<file path="config.mk">
export PLATFORM = sky130hd
export DESIGN_NAME = ring_injector_flat
export DESIGN_NICKNAME = d
export VERILOG_FILES = /design/src/rtl/md_ring_pkg.sv /design/src/rtl/ring_injector_if.sv /design/src/rtl/ring_inj_fifo.sv /design/src/rtl/ring_injector.sv /design/src/flat_wrapper.sv
export SDC_FILE = /design/constraint.sdc
export NUM_CORES = 1
export LEC_CHECK = 0
export CORE_ASPECT_RATIO = 1.75
export CORE_MARGIN = 2
export CORE_UTILIZATION = 39
export CTS_BUF_LIST = sky130_fd_sc_hd__clkbuf_8
export CTS_CLUSTER_DIAMETER = 60
export DETAILED_ROUTE_END_ITERATION = 7
export GPL_ROUTABILITY_DRIVEN = 0
export SKIP_LAST_GASP = 1
export SYNTH_ARGS = -nofsm -noshare
export SYNTH_HDL_FRONTEND = slang
export SYNTH_SLANG_ARGS = --single-unit
export TNS_END_PERCENT = 30
</file>
<file path="constraint.sdc">
create_clock -name clk -period 14.65 [get_ports clk]
set_input_delay 4.395 -clock clk [delete_from_list [all_inputs] [get_ports clk]]
set_output_delay 4.395 -clock clk [all_outputs]
set_load 0.02 [all_outputs]
</file>
<file path="src/rtl/md_ring_pkg.sv">
// Shared types and widths for the ring injector: packet layout, payload layout
// and the drain FSM state encoding.
package md_ring_pkg;

  localparam int DATA_WIDTH        = 32;
  localparam int PARTICLE_ID_WIDTH = 7;
  localparam int NODE_ID_WIDTH     = 6;
  localparam int FORCE_CACHE_WIDTH = 3 * DATA_WIDTH;
  localparam int FORCE_DATA_WIDTH  = FORCE_CACHE_WIDTH + PARTICLE_ID_WIDTH;
  localparam int PACKET_WIDTH      = FORCE_DATA_WIDTH + NODE_ID_WIDTH;

  typedef struct packed {
    logic [PARTICLE_ID_WIDTH-1:0] pid;
    logic [FORCE_CACHE_WIDTH-1:0] frc;   // {fz,fy,fx}, fx in the LSBs
  } payload_t;

  typedef struct packed {
    logic [NODE_ID_WIDTH-1:0] dest;
    payload_t                 payload;
  } packet_t;

  typedef enum logic [1:0] {
    IDLE  = 2'd0,
    DRAIN = 2'd1,
    DONE  = 2'd2
  } inj_state_t;

  function automatic packet_t make_packet(
    input logic [NODE_ID_WIDTH-1:0]     dest,
    input logic [PARTICLE_ID_WIDTH-1:0] pid,
    input logic [FORCE_CACHE_WIDTH-1:0] frc
  );
    packet_t p;
    p.dest        = dest;
    p.payload.pid = pid;
    p.payload.frc = frc;
    return p;
  endfunction

endpackage

</file>
<file path="src/rtl/ring_injector_if.sv">
// Force-input and PE-inject handshake bundle of one ring injector.
// slave = injector side, master = force pipeline / ring node / controller side.
interface ring_injector_if;
  import md_ring_pkg::*;

  logic                         in_valid;
  logic [PARTICLE_ID_WIDTH-1:0] in_pid;
  logic [FORCE_CACHE_WIDTH-1:0] in_force;
  logic [NODE_ID_WIDTH-1:0]     in_dest;
  logic                         in_ready;
  logic                         almost_full;
  logic                         flush;
  logic [PACKET_WIDTH-1:0]      pe_pkt_out;
  logic                         pe_pkt_valid;
  logic                         pe_ready;
  logic                         busy;
  logic                         done;

  modport slave (
    input  in_valid, in_pid, in_force, in_dest, flush, pe_ready,
    output in_ready, almost_full, pe_pkt_out, pe_pkt_valid, busy, done
  );

  modport master (
    output in_valid, in_pid, in_force, in_dest, flush, pe_ready,
    input  in_ready, almost_full, pe_pkt_out, pe_pkt_valid, busy, done
  );

endinterface

</file>
<file path="src/rtl/ring_inj_fifo.sv">
// Show-ahead (first-word-fall-through) FIFO with occupancy count, full/empty
// and a registered almost-full flag.
module ring_inj_fifo #(
  parameter  int WIDTH     = 8,
  parameter  int DEPTH     = 8,
  parameter  int AF_MARGIN = 2,
  localparam int AW        = $clog2(DEPTH),
  localparam int CW        = AW + 1
) (
  input  logic             clk,
  input  logic             rst_n,
  input  logic             push_i,
  input  logic             pop_i,
  input  logic [WIDTH-1:0] wdata_i,
  output logic [WIDTH-1:0] rdata_o,
  output logic [CW-1:0]    count_o,
  output logic             full_o,
  output logic             empty_o,
  output logic             afull_o
);

  logic [WIDTH-1:0] mem_q [DEPTH];
  logic [AW-1:0]    wr_ptr_q, rd_ptr_q;
  logic [CW-1:0]    count_q, count_d;
  logic             afull_q;
  logic             do_push, do_pop;

  assign empty_o = (count_q == '0);
  assign full_o  = (count_q == CW'(DEPTH));
  assign do_pop  = pop_i & ~empty_o;
  // A push into a full FIFO is legal when the head leaves on the same edge.
  assign do_push = push_i & (~full_o | do_pop);

  always_comb begin
    count_d = count_q;
    unique case ({do_push, do_pop})
      2'b10:   count_d = count_q + CW'(1);
      2'b01:   count_d = count_q - CW'(1);
      default: count_d = count_q;
    endcase
  end

  always_ff @(posedge clk or negedge rst_n) begin
    if (!rst_n) begin
      wr_ptr_q <= '0;
      rd_ptr_q <= '0;
      count_q  <= '0;
      afull_q  <= 1'b0;
    end else begin
      if (do_push) wr_ptr_q <= wr_ptr_q + AW'(1);
      if (do_pop)  rd_ptr_q <= rd_ptr_q + AW'(1);
      count_q <= count_d;
      afull_q <= ((DEPTH - int'(count_d)) <= AF_MARGIN);
    end
  end

  // Storage is data only; validity is tracked by count_q.
  always_ff @(posedge clk) begin
    if (do_push) mem_q[wr_ptr_q] <= wdata_i;
  end

  assign rdata_o = mem_q[rd_ptr_q];
  assign count_o = count_q;
  assign afull_o = afull_q;

endmodule

</file>
<file path="src/rtl/ring_injector.sv">
// PE-side ring transmitter: packetizes force results, buffers them and runs the
// flush/drain/done sequence. Optional counters enabled by RING_INJ_STATS_EN.
module ring_injector
  import md_ring_pkg::*;
#(
  parameter  int FIFO_DEPTH = 8,
  parameter  int AF_MARGIN  = 2,
  localparam int CW         = $clog2(FIFO_DEPTH) + 1
) (
  input  logic             clk,
  input  logic             rst_n,
  ring_injector_if.slave   bus
`ifdef RING_INJ_STATS_EN
  ,
  output logic [31:0]      stat_pkts,
  output logic [31:0]      stat_stall,
  output logic [CW-1:0]    stat_maxocc
`endif
);

  packet_t                 in_pkt;
  logic [PACKET_WIDTH-1:0] head_vec;
  logic [CW-1:0]           count;
  logic                    full, empty, afull;
  logic                    push, pop;
  inj_state_t              state_q;
  logic                    done_q;

  assign in_pkt = make_packet(bus.in_dest, bus.in_pid, bus.in_force);

  // When full, a ready ring node frees the head this edge, so the push can land.
  assign bus.in_ready = ~full | bus.pe_ready;
  assign push         = bus.in_valid & bus.in_ready;
  assign pop          = ~empty & bus.pe_ready;

  ring_inj_fifo #(
    .WIDTH     (PACKET_WIDTH),
    .DEPTH     (FIFO_DEPTH),
    .AF_MARGIN (AF_MARGIN)
  ) u_fifo (
    .clk     (clk),
    .rst_n   (rst_n),
    .push_i  (push),
    .pop_i   (pop),
    .wdata_i (in_pkt),
    .rdata_o (head_vec),
    .count_o (count),
    .full_o  (full),
    .empty_o (empty),
    .afull_o (afull)
  );

  assign bus.pe_pkt_valid = ~empty;
  assign bus.pe_pkt_out   = empty ? '0 : head_vec;
  assign bus.almost_full  = afull;
  assign bus.busy         = (count != '0) | (state_q != IDLE);
  assign bus.done         = done_q;

  // DRAIN keeps accepting the pipeline tail; it only finishes on an empty,
  // push-free cycle.
  always_ff @(posedge clk or negedge rst_n) begin
    if (!rst_n) begin
      state_q <= IDLE;
      done_q  <= 1'b0;
    end else begin
      done_q <= 1'b0;
      unique case (state_q)
        IDLE:    if (bus.flush) state_q <= DRAIN;
        DRAIN:   if (empty && !push) begin
                   state_q <= DONE;
                   done_q  <= 1'b1;
                 end
        DONE:    state_q <= IDLE;
        default: state_q <= IDLE;
      endcase
    end
  end

`ifdef RING_INJ_STATS_EN
  logic [31:0]   stat_pkts_q, stat_stall_q;
  logic [CW-1:0] stat_maxocc_q;
  logic          stat_clr;

  function automatic logic [31:0] sat_inc(input logic [31:0] v);
    return (&v) ? v : v + 32'd1;
  endfunction

  assign stat_clr = (state_q == IDLE) & bus.flush;

  always_ff @(posedge clk or negedge rst_n) begin
    if (!rst_n) begin
      stat_pkts_q   <= '0;
      stat_stall_q  <= '0;
      stat_maxocc_q <= '0;
    end else if (stat_clr) begin
      stat_pkts_q   <= '0;
      stat_stall_q  <= '0;
      stat_maxocc_q <= '0;
    end else begin
      if (pop)                 stat_pkts_q   <= sat_inc(stat_pkts_q);
      if (~empty & ~bus.pe_ready) stat_stall_q <= sat_inc(stat_stall_q);
      if (count > stat_maxocc_q) stat_maxocc_q <= count;
    end
  end

  assign stat_pkts   = stat_pkts_q;
  assign stat_stall  = stat_stall_q;
  assign stat_maxocc = stat_maxocc_q;
`endif

endmodule

</file>
<file path="src/flat_wrapper.sv">
// flat-port wrapper written by rule: the top's interface ports become plain ports
module ring_injector_flat import md_ring_pkg::*;
#(
  parameter  int FIFO_DEPTH = 8,
  parameter  int AF_MARGIN  = 2,
  localparam int CW         = $clog2(FIFO_DEPTH) + 1
)
  (clk, rst_n, bus_in_valid, bus_in_pid, bus_in_force, bus_in_dest, bus_flush, bus_pe_ready, bus_in_ready, bus_almost_full, bus_pe_pkt_out, bus_pe_pkt_valid, bus_busy, bus_done);
  ring_injector_if bus_i ();
  input  logic clk;
  input  logic rst_n;
  input wire logic [$bits(bus_i.in_valid)-1:0] bus_in_valid;
  input wire logic [$bits(bus_i.in_pid)-1:0] bus_in_pid;
  input wire logic [$bits(bus_i.in_force)-1:0] bus_in_force;
  input wire logic [$bits(bus_i.in_dest)-1:0] bus_in_dest;
  input wire logic [$bits(bus_i.flush)-1:0] bus_flush;
  input wire logic [$bits(bus_i.pe_ready)-1:0] bus_pe_ready;
  output wire logic [$bits(bus_i.in_ready)-1:0] bus_in_ready;
  output wire logic [$bits(bus_i.almost_full)-1:0] bus_almost_full;
  output wire logic [$bits(bus_i.pe_pkt_out)-1:0] bus_pe_pkt_out;
  output wire logic [$bits(bus_i.pe_pkt_valid)-1:0] bus_pe_pkt_valid;
  output wire logic [$bits(bus_i.busy)-1:0] bus_busy;
  output wire logic [$bits(bus_i.done)-1:0] bus_done;
  assign bus_i.in_valid = bus_in_valid;
  assign bus_i.in_pid = bus_in_pid;
  assign bus_i.in_force = bus_in_force;
  assign bus_i.in_dest = bus_in_dest;
  assign bus_i.flush = bus_flush;
  assign bus_i.pe_ready = bus_pe_ready;
  assign bus_in_ready = bus_i.in_ready;
  assign bus_almost_full = bus_i.almost_full;
  assign bus_pe_pkt_out = bus_i.pe_pkt_out;
  assign bus_pe_pkt_valid = bus_i.pe_pkt_valid;
  assign bus_busy = bus_i.busy;
  assign bus_done = bus_i.done;
  ring_injector #(.FIFO_DEPTH(FIFO_DEPTH), .AF_MARGIN(AF_MARGIN)) u_core (.clk(clk), .rst_n(rst_n), .bus(bus_i));
endmodule
</file>
==> results.tsv, run 1 <==
metric	value	unit
vias	15500	
yosysMostFrequentCell	edfxtp_1	
critPathMaxFanout	4	
area_growth	17.6	%
cellLeakagePower	12.9	nW
worstPathRequired	10.26	ns
p_clk_frac	0.220	
outcome	complete, no violations	
worstSetupPathDepth	3	
crit_path_start_kind	primary input	
top_layer_used	met5	
synth_seq_cells	886	
rsz0062_at_grt	no	
swShare	0.327	
ctsRootBufferMaster	clkbuf_8	
reg2reg_depth	15	
post_drt_wl_per_cell	23.5	um
ys_top_cells_by_area	edfxtp_1 77%, mux4_2 15%, mux2i_1 3.3%, nor2_1 1.3%, dfrtp_1 1.0%	
period_minus_slack	10.08	ns
numCtsBuffers	131	
wl_met1	27900	um
clk_latency	0.81	ns
p_comb_frac	0.362	
core.rowCount	142	
cts_tree	yes	
power	8.05	mW
cp-startpoint	bus_pe_ready	
clock_skew	0.0353	ns
antenna_left	0	
min_path_type	reg2reg	
fin_cells	3026	
worstPathArrival	5.68	ns
met3_length	3590	um
yosysTopAreaCell	edfxtp_1	
intPower	5.42	mW
critPathMostFrequentCell	clkdlybuf4s50_1	
finalWirelength	71200	um
synth_fp_nets	1587	
slew_viol_final	0	
power_density	202	mW/mm2
end_kind	output pin	
synth.distinct_cells	31	
irDropWorstVdd	0.180	mV
port_buffers	227	
ys_seq_area_frac	0.785	
synth_edf_count	872	
cts_resized	0	
route.detailed.drc	0	
slowest_stage	clkdlybuf4s50_1	
grt_pass1_vias	17300	
cp_num_buf_inv	2	
syn_avg_cell_area	23.1	um2
seq_power_share	0.418	
ctsHoldBuffers	0	
first_pass_iters	5	
synth-warning-count	0	
hold_path.startpoint	u_core.state_q[1]	
antenna_found_initial	6	
whs_path_depth	1	
dieWidth	227	um
overflow	0	
viasPerCell	5.12	
dp_hpwl	36600	um
ys_async_sr_fraction	0.0158	
clockBufferDepth	3	
core_area	0.0858	mm2
syn_inst	1466	
critPathMaxStageDelay	0.64	ns
relSlewSlack	0.265	
nets	1901	
post-route-period-util	0.688	
first_iter_violations	809	
fmaxAchievable	99.2	MHz
worstReg2RegStart	u_core.u_fifo.count_o[3]	
die_y	393	um
yosysTopAreaCellShare	0.775	
switchingPower	2.63	mW
grtUsageTotal	0.164	
initial_core_util	0.394	
worst-setup-path-type	in2out	
holdWs	0.496	ns
cts.clk_slew.worst_paths	0.06	ns
ys_top_cells_by_count	872 x edfxtp_1, 218 x mux4_2, 117 x nor2_1	
io_pins	228	
fin_setup_tns	0	ns
met2_wirelength	37800	um
die-area	0.0891	mm2
grt_max_degree	111	
netlist_area	0.0338	mm2
finalHoldViolations	0	
clock_sink_count	886	
cap_viol_max_count	0	
synth_ff_type	edfxtp_1	
crit_family	buffers and inverters	
drive_gt1_frac	0.226	
dp.cells	2799	
htreeDepth	4	
setup_violations	0	
postCtsSetupRepairBufs	0	
grt_pass1_wl	107000	um
cp_cell_sequence	clkdlybuf4s50_1 > nand3b_1 > clkdlybuf4s50_1	
worst_pin_slew	1.10	ns
-- logic make-up (layout without fill, tap and decap cells) --
logic type                 count (synthesis)  in the layout  synth area share
and+or+nand+nor                          144            144            0.0174
AOI/OAI and AO/OA                          8              8           0.00163
muxes                                    332            332             0.179
buffers and inverters                     81            486            0.0121
DFF                                      886            886             0.785
adders and majority gates                  7              7           0.00259
other                                      0              3                 0
xor gates and xnor gates                   8              8           0.00229
-- flip-flops by register name, indices dropped and copies added, names as in the netlist --
signal / count
u_core.state_q: 2
u_core.u_fifo.afull_o: 1
u_core.u_fifo.count_o: 4
u_core.bus.done: 1
u_core.u_fifo.mem_q: 872
u_core.u_fifo.rd_ptr_q: 3
u_core.u_fifo.wr_ptr_q: 3
-- cell type report --
type	count	area, um2
clock buffers	136	1870
flip-flops and latches	886	26500
fillers	7172	46000
multi-input cells	499	6930
repair buffers	256	2550
diodes	3	7.51
inverters	6	22.5
well taps	1152	1440
clock inverters	88	400
-- power by group through the flow --
stage / sequential [mW] / clock, mW / combinational, mW
after floorplan: 3.37 / 0 / 1.93
after global placement: 3.40 / 0 / 2.98
after detailed placement: 3.42 / 0 / 2.99
after CTS: 3.37 / 1.84 / 3.00
after global routing: 3.40 / 1.93 / 3.14
final: 3.36 / 1.77 / 2.92
-- metal layers --
metal	global-route usage	vias to the layer above
met5	0	-
met1	0.188	8254
met2	0.288	343
li1	-	6747
met3	0.0413	146
met4	0.0706	6
-- per-stage QoR --
stage / setup slack [ns] / area [um2] / utilization
floorplan: 1.56 / 33800 / -
global placement: 4.54 / 37500 / 0.437
finish: 4.57 / 39800 / 0.463
global route: 4.51 / 39800 / 0.463
CTS: 4.56 / 39800 / 0.463
detailed placement: 4.57 / 37500 / 0.437
-- placed cells by master, fill, tap and decap left out, drive strengths merged, types with 14 or more instances in the layout --
master and count:
clkbuf 136, mux4 218, clkinv 34, buf 29
mux2i 112, clkdlybuf4s50 227, inv 55, nor2 117
dfrtp 14, edfxtp 872
-- path summary, 6_finish.rpt --
kind	to	slack, ns
min in group asynchronous	u_core.u_fifo.count_o[3]	3.99
hold reg to reg	u_core.state_q[0]	0.50
setup / recovery	bus_in_ready	4.57
hold / removal	u_core.state_q[0]	0.50
max in group asynchronous	u_core.u_fifo.rd_ptr_q[1]	10.17
setup reg to reg	u_core.u_fifo.afull_o	10.43
-- worst register-to-register path, stage by stage, from the launching register on --
cell and delay, ns:
dfrtp_1 0.43, nor4_2 0.39, buf_4 0.30, buf_4 0.62
inv_1 0.26, nand2_1 0.21, inv_1 0.10, ha_1 0.26
xor2_1 0.19, ha_1 0.19, a21oi_1 0.15, mux2i_1 0.27
xor2_1 0.29, nand2b_1 0.16, a21oi_1 0.06, a211o_1 0.23
(Power assumes the default switching activity.)
==> run 2: changes to the inputs <==
- clock period: 14.65 -> 8.16 ns (I/O delays scaled with it)
==> results.tsv, run 2 (same netlist as run 1, synthesis figures left out) <==
metric	value	unit
outcome	complete, no violations	
p_clk_frac	0.214	
post_drt_wl_per_cell	24.0	um
setup_violations	0	
finalWirelength	72700	um
area_growth	17.8	%
clockBufferDepth	3	
worstPathRequired	5.71	ns
core_area	0.0858	mm2
fmaxAchievable	158	MHz
cts_tree	yes	
route.detailed.drc	0	
cp_cell_sequence	buf_12 > mux4_2 > mux2i_1 > nor2_1 > clkdlybuf4s50_1	
intPower	9.74	mW
switchingPower	4.74	mW
worst_pin_slew	1.12	ns
post-route-period-util	0.777	
relSlewSlack	0.254	
die-area	0.0891	mm2
reg2reg_depth	15	
largest_register	u_core.u_fifo.mem_q	
clock_sink_count	886	
worstReg2RegStart	u_core.u_fifo.count_o[3]	
numCtsBuffers	121	
irDropWorstVdd	0.322	mV
vias	15600	
slowest_stage	dfrtp_4	
clock_skew	0.0235	ns
grt_pass1_wl	108000	um
largest_register_ffs	872	
clk_latency	0.76	ns
r2r_end	u_core.u_fifo.afull_o	
crit_path_start_kind	register	
whs_path_depth	1	
ctsRootBufferMaster	clkbuf_8	
antenna_left	0	
overflow	0	
min_path_type	reg2reg	
grt_max_degree	119	
drive_gt1_frac	0.224	
layout_commonest_cell	edfxtp_1	
seq_power_share	0.416	
nets	1893	
slew_viol_final	0	
io_pins	228	
antenna_found_initial	9	
p_comb_frac	0.370	
layout_common_cells	872 x edfxtp_1, 227 x clkdlybuf4s50_1, 218 x mux4_2	
cellLeakagePower	12.9	nW
grt_pass1_vias	17300	
cap_viol_max_count	0	
setup.worst_path.end	bus_pe_pkt_out[83]	
viasPerCell	5.17	
finalHoldViolations	0	
postCtsSetupRepairBufs	0	
htreeDepth	3	
rsz0062_at_grt	no	
dp_hpwl	35900	um
critPathMaxFanout	52	
initial_core_util	0.394	
period_minus_slack	6.34	ns
end_kind	output pin	
worstPathArrival	3.89	ns
ctsHoldBuffers	0	
die_y	393	um
reg2reg_slack	4.63	ns
critPathMaxStageDelay	1.15	ns
fin_area	0.0398	mm2
first_iter_violations	968	
swShare	0.327	
core.rowCount	142	
cts.clk_slew.worst_paths	0.06	ns
cp-startpoint	u_core.u_fifo.rd_ptr_q[0]	
post_dp_cell_area	0.0376	mm2
worst-setup-path-type	reg2out	
cts_resized	0	
power_density	364	mW/mm2
first_pass_iters	4	
fill_cells	7236	
grtUsageTotal	0.165	
dieWidth	227	um
fin_setup_tns	0	ns
port_buffers	227	
==> run 2: layout make-up <==
type | count | area (um2) | share of cell area
Timing Repair Buffer | 258 | 2680 | 0.0673
Tap cell | 1152 | 1440 | 0.0362
Antenna cell | 3 | 7.51 | 0.000189
Inverter | 6 | 22.5 | 0.000566
Multi-Input combinational cell | 499 | 6930 | 0.174
Clock inverter | 96 | 490 | 0.0123
Clock buffer | 124 | 1710 | 0.0429
Sequential cell | 886 | 26500 | 0.667
==> run 2: power groups by stage <==
stage                     sequential, mW  clock, mW  combinational (mW)
after floorplan                     6.06          0                3.47
after global placement              6.08          0                5.45
after detailed placement            6.13          0                5.49
after CTS                           6.04       3.22                5.51
after global routing                6.09       3.39                5.75
final                               6.02       3.11                5.35
==> run 2: how the worst min path moves through the flow <==
stage	from	to	slack, ns
2_1_floorplan	u_core.state_q[1]	u_core.state_q[0]	0.44
3_3_place_gp	u_core.state_q[1]	u_core.state_q[0]	0.46
3_5_place_dp	u_core.state_q[1]	u_core.state_q[0]	0.49
4_1_cts	u_core.state_q[1]	u_core.state_q[0]	0.50
5_1_grt	u_core.state_q[1]	u_core.state_q[0]	0.54
6_report	u_core.state_q[1]	u_core.state_q[0]	0.50
==> run 2: stage by stage <==
step | setup WS [ns] | hold slack (ns) | util | std cells | power [mW]
floorplan | -2.98 | 0.445 | - | 1466 | 9.53
global placement | 1.94 | 0.456 | 0.438 | 2801 | 11.5
detailed placement | 1.98 | 0.488 | 0.438 | 2801 | 11.6
CTS | 1.56 | 0.496 | 0.464 | 3021 | 14.8
global route | 1.47 | 0.535 | 0.464 | 3024 | 15.2
finish | 1.82 | 0.500 | 0.464 | 3024 | 14.5
==> run 2: per-layer routing <==
layer  track usage  up-vias  share of wire
met2         0.296      384           0.53
met5             0        -         0.0011
met4        0.0629       12          0.026
met1         0.190     8369           0.39
met3        0.0383      129          0.054
li1              -     6742              -
==> run 2: critical path: cells and delay by family (launching register included) <==
kind	cells	cell delay [ns]
flip-flops	1	1.15
buffers and inverters	2	1.01
multiplexers	2	0.80
AND/OR/NAND/NOR	1	0.07
==> run 3: changes to the inputs <==
- clock period: 8.16 -> 5.5 ns (I/O delays scaled with it)
==> results.tsv, run 3 (same netlist as run 1, synthesis figures left out) <==
metric	value	unit
cts_tree	yes	
worstReg2RegStart	u_core.u_fifo.count_o[2]	
largest_register	u_core.u_fifo.mem_q	
route.detailed.drc	0	
outcome	complete, no violations	
viasPerCell	5.10	
port_buffers	227	
cts_resized	0	
crit_path_start_kind	register	
power_density	542	mW/mm2
rsz0062_at_grt	no	
area_growth	19.7	%
relSlewSlack	0.339	
critPathMaxFanout	27	
drive_gt1_frac	0.246	
dp_slack	0.911	ns
layout_common_cells	872 x edfxtp_1, 227 x clkdlybuf4s50_1, 218 x mux4_2	
vias	15700	
numCtsBuffers	133	
ctsRootBufferMaster	clkbuf_8	
fin_util	0.472	
ctsHoldBuffers	0	
end_kind	output pin	
min_path_type	reg2reg	
fin_setup_tns	0	ns
overflow	0	
worstPathArrival	3.53	ns
register_area	0.0265	mm2
cts.clk_slew.worst_paths	0.06	ns
finalHoldViolations	0	
core.rowCount	142	
grt_pass1_wl	111000	um
first_iter_violations	812	
clock_sink_count	886	
irDropWorstVdd	0.322	mV
clock_skew	0.0239	ns
slew_viol_final	0	
setup_violations	0	
fill_cells	7161	
dp_hpwl	41800	um
core_area	0.0858	mm2
postCtsSetupRepairBufs	0	
cp-startpoint	u_core.u_fifo.rd_ptr_q[0]	
grt_pass1_vias	17700	
post_dp_cell_area	0.0381	mm2
largest_register_ffs	872	
dieWidth	227	um
finalWirelength	74300	um
worst-setup-path-type	reg2out	
clk_latency	0.80	ns
die-area	0.0891	mm2
hold_path.startpoint	u_core.state_q[1]	
post-route-period-util	0.942	
layout_commonest_cell	edfxtp_1	
clockBufferDepth	3	
first_pass_iters	4	
cap_viol_max_count	0	
die_y	393	um
grtUsageTotal	0.172	
antenna_left	0	
nets	1949	
period_minus_slack	5.18	ns
io_pins	228	
antenna_found_initial	8	
grt_max_degree	110	
fin_area	0.0405	mm2
fmaxAchievable	193	MHz
cellLeakagePower	13.3	nW
setup_slack	0.317	ns
post_drt_wl_per_cell	24.2	um
htreeDepth	4	
worst_pin_slew	0.989	ns
initial_core_util	0.394	
holdWs	0.478	ns
worstPathRequired	3.85	ns
multiInputGateArea	0.00695	mm2
[run 3: final timing paths]
kind	endpoint	slack (ns)	depth (start not counted)
setup / recovery	bus_pe_pkt_out[49]	0.32	6
hold / removal	u_core.state_q[0]	0.48	1
setup reg to reg	u_core.u_fifo.afull_o	1.72	14
max in group asynchronous	u_core.u_fifo.rd_ptr_q[0]	3.74	1
min in group asynchronous	u_core.u_fifo.rd_ptr_q[2]	1.26	1
hold reg to reg	u_core.state_q[0]	0.48	1
[run 3: critical path, stage by stage, from the launching register on]
cell and delay (ns):
dfrtp_4 0.69, buf_12 0.29, buf_4 0.30, mux4_2 0.53, mux2i_1 0.30, nor2_1 0.07, clkdlybuf4s50_1 0.54
[run 3: layout make-up]
class / instances / area share
antenna: 2 / 0.000124
inverter: 6 / 0.000556
clock inverter: 87 / 0.0100
sequential: 886 / 0.656
tap: 1152 / 0.0356
timing repair buffer: 302 / 0.0781
clock buffer: 141 / 0.0479
multi-input combinational: 499 / 0.172
[run 3: per-layer routing]
metal / global-route usage / part of all wire / vias up
met5: 0 / 0.00094 / -
met4: 0.0538 / 0.019 / 12
met3: 0.0483 / 0.054 / 112
met2: 0.312 / 0.54 / 409
met1: 0.194 / 0.38 / 8294
li1: - / - / 6853
[run 3: power breakdown]
group | internal [mW] | total [mW] | switching [mW] | leakage [nW]
Sequential | 8.48 | 8.88 | 0.396 | 8.08
Clock | 2.41 | 4.84 | 2.43 | 1.33
Combinational | 3.88 | 8.22 | 4.33 | 3.86
Total | 14.8 | 21.9 | 7.16 | 13.3
[run 3: stage by stage]
stage / std cells / power (mW)
floorplan: 1466 / 14.1
global placement: 2845 / 17.4
detailed placement: 2845 / 17.5
CTS: 3073 / 22.4
global route: 3075 / 23.1
finish: 3075 / 21.9
